## src/rtl/regfile_wb_arbiter.sv

```systemverilog
// Purpose: shares the register-file write port among NREQ writeback producers (round-robin) and tracks pending writes.
// Latency: 1 cycle from an accepted handshake to wb_addr/wb_data, which are driven straight from flops.
// Backpressure: losing requesters see req_ready=0 and hold; zero-address requests are always accepted and dropped.
// Optional: define WB_ARB_STATS_EN to build the contention-cycle counter behind stat_out (tied to 0 otherwise).
module regfile_wb_arbiter #(
    parameter int NREQ   = 3,
    parameter int DATA_W = 32,
    parameter int ADDR_W = 5
) (
    input  logic                     clk,
    input  logic                     rst,
    input  logic [NREQ-1:0]          req_valid,
    output logic [NREQ-1:0]          req_ready,
    input  logic [NREQ*ADDR_W-1:0]   req_addr,
    input  logic [NREQ*DATA_W-1:0]   req_data,
    input  logic                     alloc_valid,
    input  logic [ADDR_W-1:0]        alloc_addr,
    output logic [ADDR_W-1:0]        wb_addr,
    output logic [DATA_W-1:0]        wb_data,
    output logic [31:0]              busy,
    output logic [31:0]              stat_out
);

    localparam int PTR_W = (NREQ > 2) ? 2 : 1;

    logic [ADDR_W-1:0] addr_a [NREQ];
    logic [DATA_W-1:0] data_a [NREQ];
    logic [NREQ-1:0]   cand;
    logic [NREQ-1:0]   zero_req;
    logic [NREQ-1:0]   grant;

    logic              found;
    logic [PTR_W-1:0]  win_idx;
    logic [ADDR_W-1:0] win_addr;
    logic [DATA_W-1:0] win_data;

    logic [PTR_W-1:0]  rr_ptr_q, rr_ptr_d;
    logic [ADDR_W-1:0] wb_addr_q, wb_addr_d;
    logic [DATA_W-1:0] wb_data_q, wb_data_d;
    logic [31:0]       busy_q, busy_d;

    // Unpack the flat request buses and split requesters into real candidates and zero-address drops.
    always_comb begin
        cand     = '0;
        zero_req = '0;
        for (int i = 0; i < NREQ; i++) begin
            addr_a[i]   = req_addr[i*ADDR_W +: ADDR_W];
            data_a[i]   = req_data[i*DATA_W +: DATA_W];
            cand[i]     = req_valid[i] && (addr_a[i] != '0);
            zero_req[i] = req_valid[i] && (addr_a[i] == '0);
        end
    end

    // Round-robin search: try priority slots rr_ptr, rr_ptr+1, ... (mod NREQ); first candidate wins.
    always_comb begin
        found    = 1'b0;
        win_idx  = '0;
        win_addr = '0;
        win_data = '0;
        grant    = '0;
        for (int k = 0; k < NREQ; k++) begin
            for (int i = 0; i < NREQ; i++) begin
                if (!found && cand[i] && (i == (int'(rr_ptr_q) + k) % NREQ)) begin
                    found    = 1'b1;
                    win_idx  = PTR_W'(i);
                    win_addr = addr_a[i];
                    win_data = data_a[i];
                    grant[i] = 1'b1;
                end
            end
        end
    end

    // Zero-address requests are acknowledged outside arbitration; nothing is acknowledged during reset.
    assign req_ready = rst ? (grant | zero_req) : '0;

    // Next state: load the winner into the write port, advance the pointer past it, update the scoreboard.
    always_comb begin
        rr_ptr_d  = rr_ptr_q;
        wb_addr_d = '0;
        wb_data_d = wb_data_q;
        if (found) begin
            wb_addr_d = win_addr;
            wb_data_d = win_data;
            rr_ptr_d  = (win_idx == PTR_W'(NREQ - 1)) ? '0 : win_idx + 1'b1;
        end
        busy_d = busy_q;
        // The write presented next cycle retires its pending bit on the same edge.
        if (wb_addr_d != '0) begin
            busy_d[wb_addr_d] = 1'b0;
        end
        // A new reservation applied last so it survives a simultaneous retire of the older producer.
        if (alloc_valid && (alloc_addr != '0)) begin
            busy_d[alloc_addr] = 1'b1;
        end
        busy_d[0] = 1'b0;
    end

    // State registers with asynchronous active-low reset.
    always_ff @(posedge clk or negedge rst) begin
        if (!rst) begin
            rr_ptr_q  <= '0;
            wb_addr_q <= '0;
            wb_data_q <= '0;
            busy_q    <= '0;
        end else begin
            rr_ptr_q  <= rr_ptr_d;
            wb_addr_q <= wb_addr_d;
            wb_data_q <= wb_data_d;
            busy_q    <= busy_d;
        end
    end

    assign wb_addr = wb_addr_q;
    assign wb_data = wb_data_q;
    assign busy    = busy_q;

`ifdef WB_ARB_STATS_EN
    logic [31:0] stat_q, stat_d;

    // Count cycles in which two or more candidates contended for the port; wraps naturally.
    always_comb begin
        stat_d = stat_q;
        if ((cand & (cand - 1'b1)) != '0) begin
            stat_d = stat_q + 32'd1;
        end
    end

    // Statistics register, cleared by reset.
    always_ff @(posedge clk or negedge rst) begin
        if (!rst) begin
            stat_q <= '0;
        end else begin
            stat_q <= stat_d;
        end
    end

    assign stat_out = stat_q;
`else
    assign stat_out = 32'd0;
`endif

endmodule

```

## config.mk

```make
export PLATFORM = sky130hd
export DESIGN_NAME = regfile_wb_arbiter
export DESIGN_NICKNAME = d
export VERILOG_FILES = /design/src/rtl/regfile_wb_arbiter.sv
export SDC_FILE = /design/constraint.sdc
export NUM_CORES = 1
export LEC_CHECK = 0
export BUFFER_PORTS_ARGS = -buffer_cell sky130_fd_sc_hd__clkbuf_2
export CAP_MARGIN = 20
export CORE_MARGIN = 2
export CORE_UTILIZATION = 35
export DETAILED_ROUTE_END_ITERATION = 12
export GPL_ROUTABILITY_DRIVEN = 0
export GPL_TIMING_DRIVEN = 0
export PLACE_DENSITY_LB_ADDON = 0.12
export SLEW_MARGIN = 15
export SYNTH_ARGS = -nofsm -noshare
export SYNTH_HDL_FRONTEND = slang
export SYNTH_SLANG_ARGS = --single-unit
export TNS_END_PERCENT = 50
```

## constraint.sdc

```tcl
create_clock -name clk -period 3.23 [get_ports clk]
set_input_delay 0.646 -clock clk [delete_from_list [all_inputs] [get_ports clk]]
set_output_delay 0.646 -clock clk [all_outputs]
set_load 0.05 [all_outputs]
```

* Word-level counts from Yosys, hierarchy flattened *
Index checks and enable logic that the tools add are counted.
W data, S select, Z words.

storage, ports and cells
  register bits = 70
  word-level logic and storage cells = 122
  output and inout bits = 104

operators by class
  equal/unequal tests = 7
  $add $sub $neg = 3
  bitwise operators = 4
  div/mod/pow operators = 3
  reduce and logical (&&, ||, !) cells = 45
  mux-type cells = 52
  order comparisons = 4

operator list
  cell                     count
  $mux W32                 11
  $eq A2 B32 Y1 const A    3
  $eq A3 B32 Y1 const A    3
  $logic_not A32 Y1        3
  $mod A32 B3 Y32 const B  2
  $mux W5                  10
  $and A32 B32 Y32         1
  $mod A3 B3 Y32 const B   1
  $not A32 Y32             1
  $or A32 B32 Y32          1
  $logic_and A1 B1 Y1      26
  $reduce_bool A5 Y1       5
  $mux W1                  20
  $mux W2                  8
  $logic_not A5 Y1         3
  $lt A5 B6 Y1 const B     2
  $demux W1 S5             2
  $ge A5 B1 Y1 const B     2
  $logic_not A1 Y1         8
  $add A2 B1 Y3 const B    1
  $add A2 B2 Y3 const B    1
  $mux W3                  1
  $or A3 B3 Y3             1
  $add A2 B1 Y2 const B    1
  $eq A2 B2 Y1 const B     1

* Logic depth before layout (Yosys ltp) *
Gate-level depths: netlist of the first run.

  depth in word-level cells = 46
  mapped depth = 12

* Least setup slack after synthesis of the first run *
No wires, ideal clock.

  kind = in2out
  from = input port req_addr[9]
  to = output port req_ready[2]
  setup slack = -63 ps
  data arrival time = 2647 ps
  cell stages on the path = 5
  data required time = 2584 ps
  cells stage by stage = or4_4 a2bb2oi_1 a211oi_1 clkbuf_1 o21a_1

on the way
  longest elaborated chain between the ends = 35

RTL lines
  element                            RTL line  source
  start: declaration                 14        input logic [NREQ*ADDR_W-1:0] req_addr,
  $reduce_bool A5 Y1 *               49        cand[i] = req_valid[i] && (addr_a[i] != '0);
  $logic_and A1 B1 Y1 *              49
  $logic_and A1 B1 Y1 (2 in series)  63        if (!found && cand[i] && (i == (int'(rr_ptr_q) + k) % NREQ)) begin
  $mux W1                            63
  $logic_not A1 Y1                   63
  $logic_and A1 B1 Y1 (2 in series)  63
  $mux W1                            63
  $logic_not A1 Y1                   63
  [15 not listed]                    -
  $logic_not A1 Y1                   63
  $logic_and A1 B1 Y1 (2 in series)  63
  $mux W1                            63
  $logic_not A1 Y1                   63
  $logic_and A1 B1 Y1 (2 in series)  63
  $mux W1 *                          63
  $or A3 B3 Y3 *                     75        assign req_ready = rst ? (grant | zero_req) : '0;
  $mux W3 *                          75
  end: declaration                   13        output logic [NREQ-1:0] req_ready,

Every way passes the cells marked *; elsewhere a longest branch is shown, timed or not.

* Worst setup path in the final report of the first run *
  from = register rr_ptr_q[1]
  to = register busy_q[2] (netlist: busy[2])

on the way
  longest elaborated chain between the ends = 46

RTL lines
  element                                                                    RTL line  source
  start: declaration                                                         37        logic [PTR_W-1:0] rr_ptr_q, rr_ptr_d;
  start signal: assignment                                                   107       rr_ptr_q <= rr_ptr_d;
  parallel branches: the longest is 36 deep, another holds $mod A32 B3 Y32   -
  $mux W5 *                                                                  82        if (found) begin
  $lt A5 B6 Y1 (not written as such) / $ge A5 B1 Y1 (equally long branches)  90        busy_d[wb_addr_d] = 1'b0;
  $logic_and A1 B1 Y1 (not written as such)                                  90
  $mux W1 (not written as such)                                              90
  $demux W1 S5                                                               90
  $not A32 Y32 (no source line)                                              -
  $and A32 B32 Y32 (no source line)                                          -
  $mux W32 *                                                                 89        if (wb_addr_d != '0) begin
  $or A32 B32 Y32 (no source line)                                           -
  $mux W32 *                                                                 93        if (alloc_valid && (alloc_addr != '0)) begin
  net busy_d[2]                                                              40        logic [31:0] busy_q, busy_d;
  end signal: assignment                                                     110       busy_q <= busy_d;
  end: declaration                                                           40

Mark *: on every way through the listed nets, which the timed path passes.
A chain may end at the register's enable or synchronous reset.

==> metrics, run 1 <==
1st-pass router iterations 6; r2r endpoint busy[2]; critical path arrival ~3.4 ns; Yosys reg bits 70; Async S/R FF share, synth 1.00; clk slew on worst S/H paths roughly 0.06 ns; # rows 40; slowest stage cell on the critical path or3b_2; r2r startpoint rr_ptr_q[1]; most common cell after layout, fill and taps aside clkbuf_2; Synthesis Warnings 0; path depth of the worst reg2reg path 10; cell area after layout between 0.006 and 0.007 sq mm; Chip Width ~120 um; Worst Tran Pin Value between 0.8 and 0.9 ns; Final Util 0.508; Max IR drop VDD ~0.00075 V; I/O pins 226; Final ANT Viol Nets 0; Slew Viols, Final 0; final std cells w/o fill 879; cell area power density roughly 1100 mW/mm^2; synthesized area about 0.0043 sq mm; Total Wirelength approximately 15000 um; worst path required time 3.43 ns; crit start category register; maxcap violations 0; clock sinks 70; Setup Total Neg Slack 0 ns; hpwl dp around 11000 um; Layout fillers ~1200; initial antenna violation count 0; number of port buffers 192; Core Region around 0.012 sq mm; final period utilization 0.974; vias in the first global route 4388; Synth cell types 58; number of hold buffers added after cts 0; Worst-Skew Late Latency roughly 0.33 ns; worst-case hold slack roughly 0.28 ns; status finished, final reports clean; R2R setup slack just over 0.08 ns; commonest cells after routing, fill and taps aside clkbuf_2 (190), nand2_1 (102), dfrtp_1 (70), inv_1 (39), buf_4 (39); 1st-iter DRT viols ~500; Final WS setup 0.0830 ns; minimum clock period ~3.1 ns; global route total overflow 0; Crit. End Element register; WL/cell between 15 and 20 um; total power roughly 6.6 mW; Syn Inst Count 484; pre-CTS setup slack -0.482 ns; clock buffer count from CTS 9; Synth-to-Final Area Change 41.4%; final hold vios 0; placed cell areas 0.00562 sq mm; diodes inserted 0; crit-path cells inv_1 > ha_1 > or3b_2 > o32a_1 > or4_4 > o22a_1 > a41o_1 > nor4_4 > buf_6 > o211ai_1; Seq/Total Area, Yosys 0.406; Nets roughly 850; Starting Density 0.359; Clock Tree Root clkbuf_16; Die Y 115 um; average cell area after synthesis 8.91 sq um; TritonCTS clock tree yes; gr usage total 0.218; layout cells sized above 1 0.392; Setup-failing EPs final 0; pin count of the biggest net entering global routing 46; worst min-delay path class input pin to asynchronous set/reset pin; LEAKAGE between 3 and 4 nW; placed insts around 860; DR DRC count 0; relative slew slack 0.438; Setup Skew approximately 0.0074 ns; die area about 0.013 sq mm; Post-synth EDFFs 0; global-route wire length before repair 22600 um; via count ~4700; H-tree Lvls 3; dominant synthesized flop cell dfrtp_1; CTS max path bufs 2; FMAX between 0.3 and 0.4 GHz; Worst path max stage delay around 0.47 ns; WS Path Type register to register; vias per cell around 5.3; worst-path maximum fanout 8
power by group:
group / total (mW) / internal [mW] / leakage, nW / switching, mW
Combinational: 4.22 / 1.27 / 2.24 / 2.95
Clock: 0.990 / 0.600 / 0.136 / 0.390
Sequential: 1.42 / 1.22 / 0.762 / 0.200
layout make-up:
class / count / area, sq um / area share
multi-input cells: 351 / 2320 / 0.380
well taps: 147 / 184 / 0.0301
clock inverters: 5 / 58.8 / 0.00964
clock buffers: 11 / 233 / 0.0381
flip-flops and latches: 70 / 1750 / 0.287
plain buffers: 56 / 348 / 0.0570
repair buffers: 200 / 1060 / 0.174
inverters: 39 / 146 / 0.0240
worst max path at each step:
stage / endpoint / slack (ns) / from
2_1_floorplan: req_ready[2] / 0.06 / req_addr[9]
3_3_place_gp: req_ready[2] / -0.89 / req_addr[9]
3_5_place_dp: req_ready[2] / -0.48 / req_addr[9]
4_1_cts: busy[3] / -0.06 / req_addr[9]
5_1_grt: busy[5] / -0.06 / rr_ptr_q[1]
6_report: busy[2] / 0.08 / rr_ptr_q[1]
synth_stat cells, drive strengths merged (8+ instances only):
master / n / area, sq um
a211oi: 8 / 82.6
o31ai: 10 / 75.1
clkbuf: 19 / 71.3
buf: 37 / 265
o21ai: 28 / 140
nand2: 103 / 387
a222oi: 32 / 320
o211ai: 33 / 248
nor2: 8 / 30.0
mux2: 9 / 101
dfrtp: 70 / 1750
inv: 39 / 146
registers in the layout, indices dropped and copies added (netlist names):
signal    cells
wb_data      32
busy         31
wb_addr       5
rr_ptr_q      2
cell families after synthesis:
group	Yosys count	share of synthesized area
adder cells (fa/ha/maj)	2	0.00580
other	1	0.000869
flip-flops	70	0.406
AND/OR/NAND/NOR	154	0.170
multiplexers	13	0.0328
buffers and inverters	95	0.112
AO/OA/AOI/OAI	149	0.273
per-layer routing:
layer / up-vias / track usage / wire, um / share of wire
li1: 2218 / - / - / -
met1: 2157 / 0.283 / 6110 / 0.41
met4: 0 / 0.0683 / 247 / 0.017
met5: - / 0 / 0 / 0
met3: 22 / 0.0511 / 1250 / 0.085
met2: 257 / 0.361 / 7130 / 0.48
what timing repair did:
action                                  CTS  global route
resized for setup                         8            20
endpoints found under the hold margin     0             0
pin swaps                                 1             6
endpoints found under the setup margin   27            38
setup buffers                             1             6
worst max-delay path: cells and delay by family (launching register included):
kind                     cells  cell delay [ns]
AO/OA/AOI/OAI                4             0.84
flip-flops                   1             0.39
adder cells (fa/ha/maj)      1             0.34
buffers and inverters        2             0.22
AND/OR/NAND/NOR              3             1.21
No activity file was read; power rests on OpenSTA's default activity.
==> run 2, diff against run 1 <==
==> constraint.sdc (replaced) <==
create_clock -name clk -period 3.23 [get_ports clk]
set_input_delay 0.1615 -clock clk [delete_from_list [all_inputs] [get_ports clk]]
set_output_delay 0.1615 -clock clk [all_outputs]
set_load 0.05 [all_outputs]
==> run 2 against run 1 <==
Net effect: wire length shrank 1.2%; clock power grew 7%; flip-flop and latch count is the same; critical path depth grew 1; maximum frequency grew 1.6%; largest power group unchanged; setup slack gained 0.049 ns; clock skew shrank 0.0032 ns; design area shrank 0.82%.
==> metrics, run 2 (synthesis gave the netlist of run 1 again) <==
Setup Total Neg Slack 0 ns (unchanged); Setup Skew 0.00420 ns (was 0.00735 ns); Total Wirelength 14600 um (was 14700 um); status finished, final reports clean (unchanged); Max IR drop VDD 0.000647 V (was 0.000747 V); most common cell after layout, fill and taps aside clkbuf_2 (unchanged); cell area after layout 0.00605 sq mm (was 0.00610 sq mm); total power 6.59 mW (was 6.63 mW); Worst-Skew Late Latency 0.33 ns (about the same); Die Y 115 um (unchanged); clock sinks 70 (unchanged); final hold vios 0 (unchanged); die area 0.0132 sq mm (unchanged); clock buffer count from CTS 9 (unchanged); minimum clock period 3.10 ns (was 3.15 ns); CP most frequent cell buf_6; FMAX 0.323 GHz (was 0.318 GHz); hpwl dp 11300 um (about the same); H-tree Lvls 3 (unchanged); slowest stage cell on the critical path or4_4 (was or3b_2); CP bufs+invs 3 (was 2); Slew Viols, Final 0 (unchanged); final period utilization 0.959 (was 0.974); worst path required time 3.43 ns (about the same); unrepaired setup endpoints after global routing true; cell area power density 1090 mW/mm^2 (about the same); Setup-failing EPs final 0 (unchanged); pre-CTS setup slack -0.0651 ns (was -0.482 ns); Crit. End Element register (unchanged); Final WS setup 0.132 ns (was 0.0830 ns); Starting Density 0.359 (unchanged); via count 4657 (was 4654); Core Region 0.0120 sq mm (unchanged); DR DRC count 0 (unchanged); 1st-pass router iterations 6 (unchanged); gr usage total 0.216 (was 0.218); Nets 851 (unchanged); worst-path maximum fanout 7 (was 8); diodes inserted 0 (unchanged); pin count of the biggest net entering global routing 47 (was 46); 1st-iter DRT viols 487 (was 492); vias per cell 5.30 (was 5.29); placed cell areas 0.00561 sq mm (was 0.00562 sq mm); delay-heaviest family, CP simple AND/OR/NAND/NOR gates (unchanged); crit start category register (unchanged); Chip Width 115 um (unchanged); maxcap violations 0 (unchanged); Synth-to-Final Area Change 40.3% (was 41.4%); clk slew on worst S/H paths 0.05 ns (was 0.06 ns); worst min-delay path class input pin to register (was input pin to asynchronous set/reset pin); LEAKAGE 3.14 nW (about the same); max reg flops 32 (unchanged); WL/cell 16.6 um (was 16.8 um); TritonCTS clock tree yes (unchanged); relative slew slack 0.422 (was 0.438); I/O pins 226 (unchanged); vias in the first global route 4439 (was 4388); commonest cells after routing, fill and taps aside clkbuf_2 (193), nand2_1 (103), dfrtp_1 (70), inv_1 (39), buf_4 (36) (was clkbuf_2 (190), nand2_1 (102), dfrtp_1 (70), inv_1 (39), buf_4 (39)); crit-path cells inv_1 > ha_2 > buf_6 > or3b_4 > o32a_1 > or4_4 > o22a_1 > a41o_1 > nor4_4 > buf_6 > o211ai_1 (was inv_1 > ha_1 > or3b_2 > o32a_1 > or4_4 > o22a_1 > a41o_1 > nor4_4 > buf_6 > o211ai_1); WS Path Type register to register (unchanged); Clock Tree Root clkbuf_16 (unchanged); critical path arrival 3.29 ns (was 3.35 ns); Final ANT Viol Nets 0 (unchanged); global route total overflow 0 (unchanged); initial antenna violation count 0 (unchanged); layout cells sized above 1 0.384 (was 0.392); # rows 40 (unchanged); global-route wire length before repair 22500 um (was 22600 um); Worst path max stage delay 0.53 ns (was 0.47 ns); Worst Tran Pin Value 0.865 ns (was 0.841 ns); CTS max path bufs 2 (unchanged); number of port buffers 192 (unchanged)
run 2: final cells by class:
class	count	area (sq um)
clock inverter	4	70.1
clock buffer	12	246
inverter	39	146
timing repair buffer	200	1060
fill	1140	5960
buffer	56	345
tap	147	184
multi-input combinational	351	2250
sequential	70	1750
run 2: path summary, 6_finish.rpt:
kind | endpoint | slack, ns | depth (start not counted) | startpoint
worst max register to register | busy[4] | 0.13 | 11 | rr_ptr_q[0]
worst min register to register | wb_data[23] | 0.46 | 2 | wb_data[23]
worst max-delay path | busy[4] | 0.13 | 11 | rr_ptr_q[0]
min in group asynchronous | wb_data[18] | 0.35 | 2 | rst
max in group asynchronous | wb_data[19] | 2.31 | 3 | rst
worst min-delay path | wb_data[4] | 0.02 | 3 | req_data[36]
run 2: worst register-to-register path: cells and delay by family, from the launching register on:
family / cells / cell delay, ns
flip-flops: 1 / 0.37
AO/OA/AOI/OAI: 4 / 0.85
buffers and inverters: 3 / 0.35
AND/OR/NAND/NOR: 3 / 1.19
adder cells (fa/ha/maj): 1 / 0.19
run 2: through the flow:
stage / hold WS [ns] / instances / util
3_3_place_gp: 0.364 / 855 / 0.464
3_5_place_dp: 0.157 / 857 / 0.467
4_1_cts: 0.0140 / 875 / 0.497
2_1_floorplan: -0.134 / 516 / -
6_report: 0.0221 / 879 / 0.504
5_1_grt: 0.0212 / 879 / 0.504
run 2: report_power, final:
| group | total [mW] | switching, mW | internal [mW] | leakage, nW |
|---|---|---|---|---|
| sequential | 1.42 | 0.204 | 1.22 | 0.762 |
| combinational | 4.10 | 2.88 | 1.22 | 2.22 |
| clock | 1.06 | 0.369 | 0.695 | 0.157 |
run 2: what timing repair did:
action | in CTS | in global routing
pin swaps | 1 | 8
hold buffers | 1 | 0
setup endpoints to repair | 21 | 32
gates resized for setup | 5 | 11
setup buffers | 1 | 4
hold endpoints to repair | 24 | 0
run 2: metal layers:
layer	routed length, um	vias up	global-route usage
met5	0	-	0
met4	425	0	0.0956
met3	1090	42	0.0511
met2	7130	238	0.357
met1	5920	2153	0.269
li1	-	2224	-
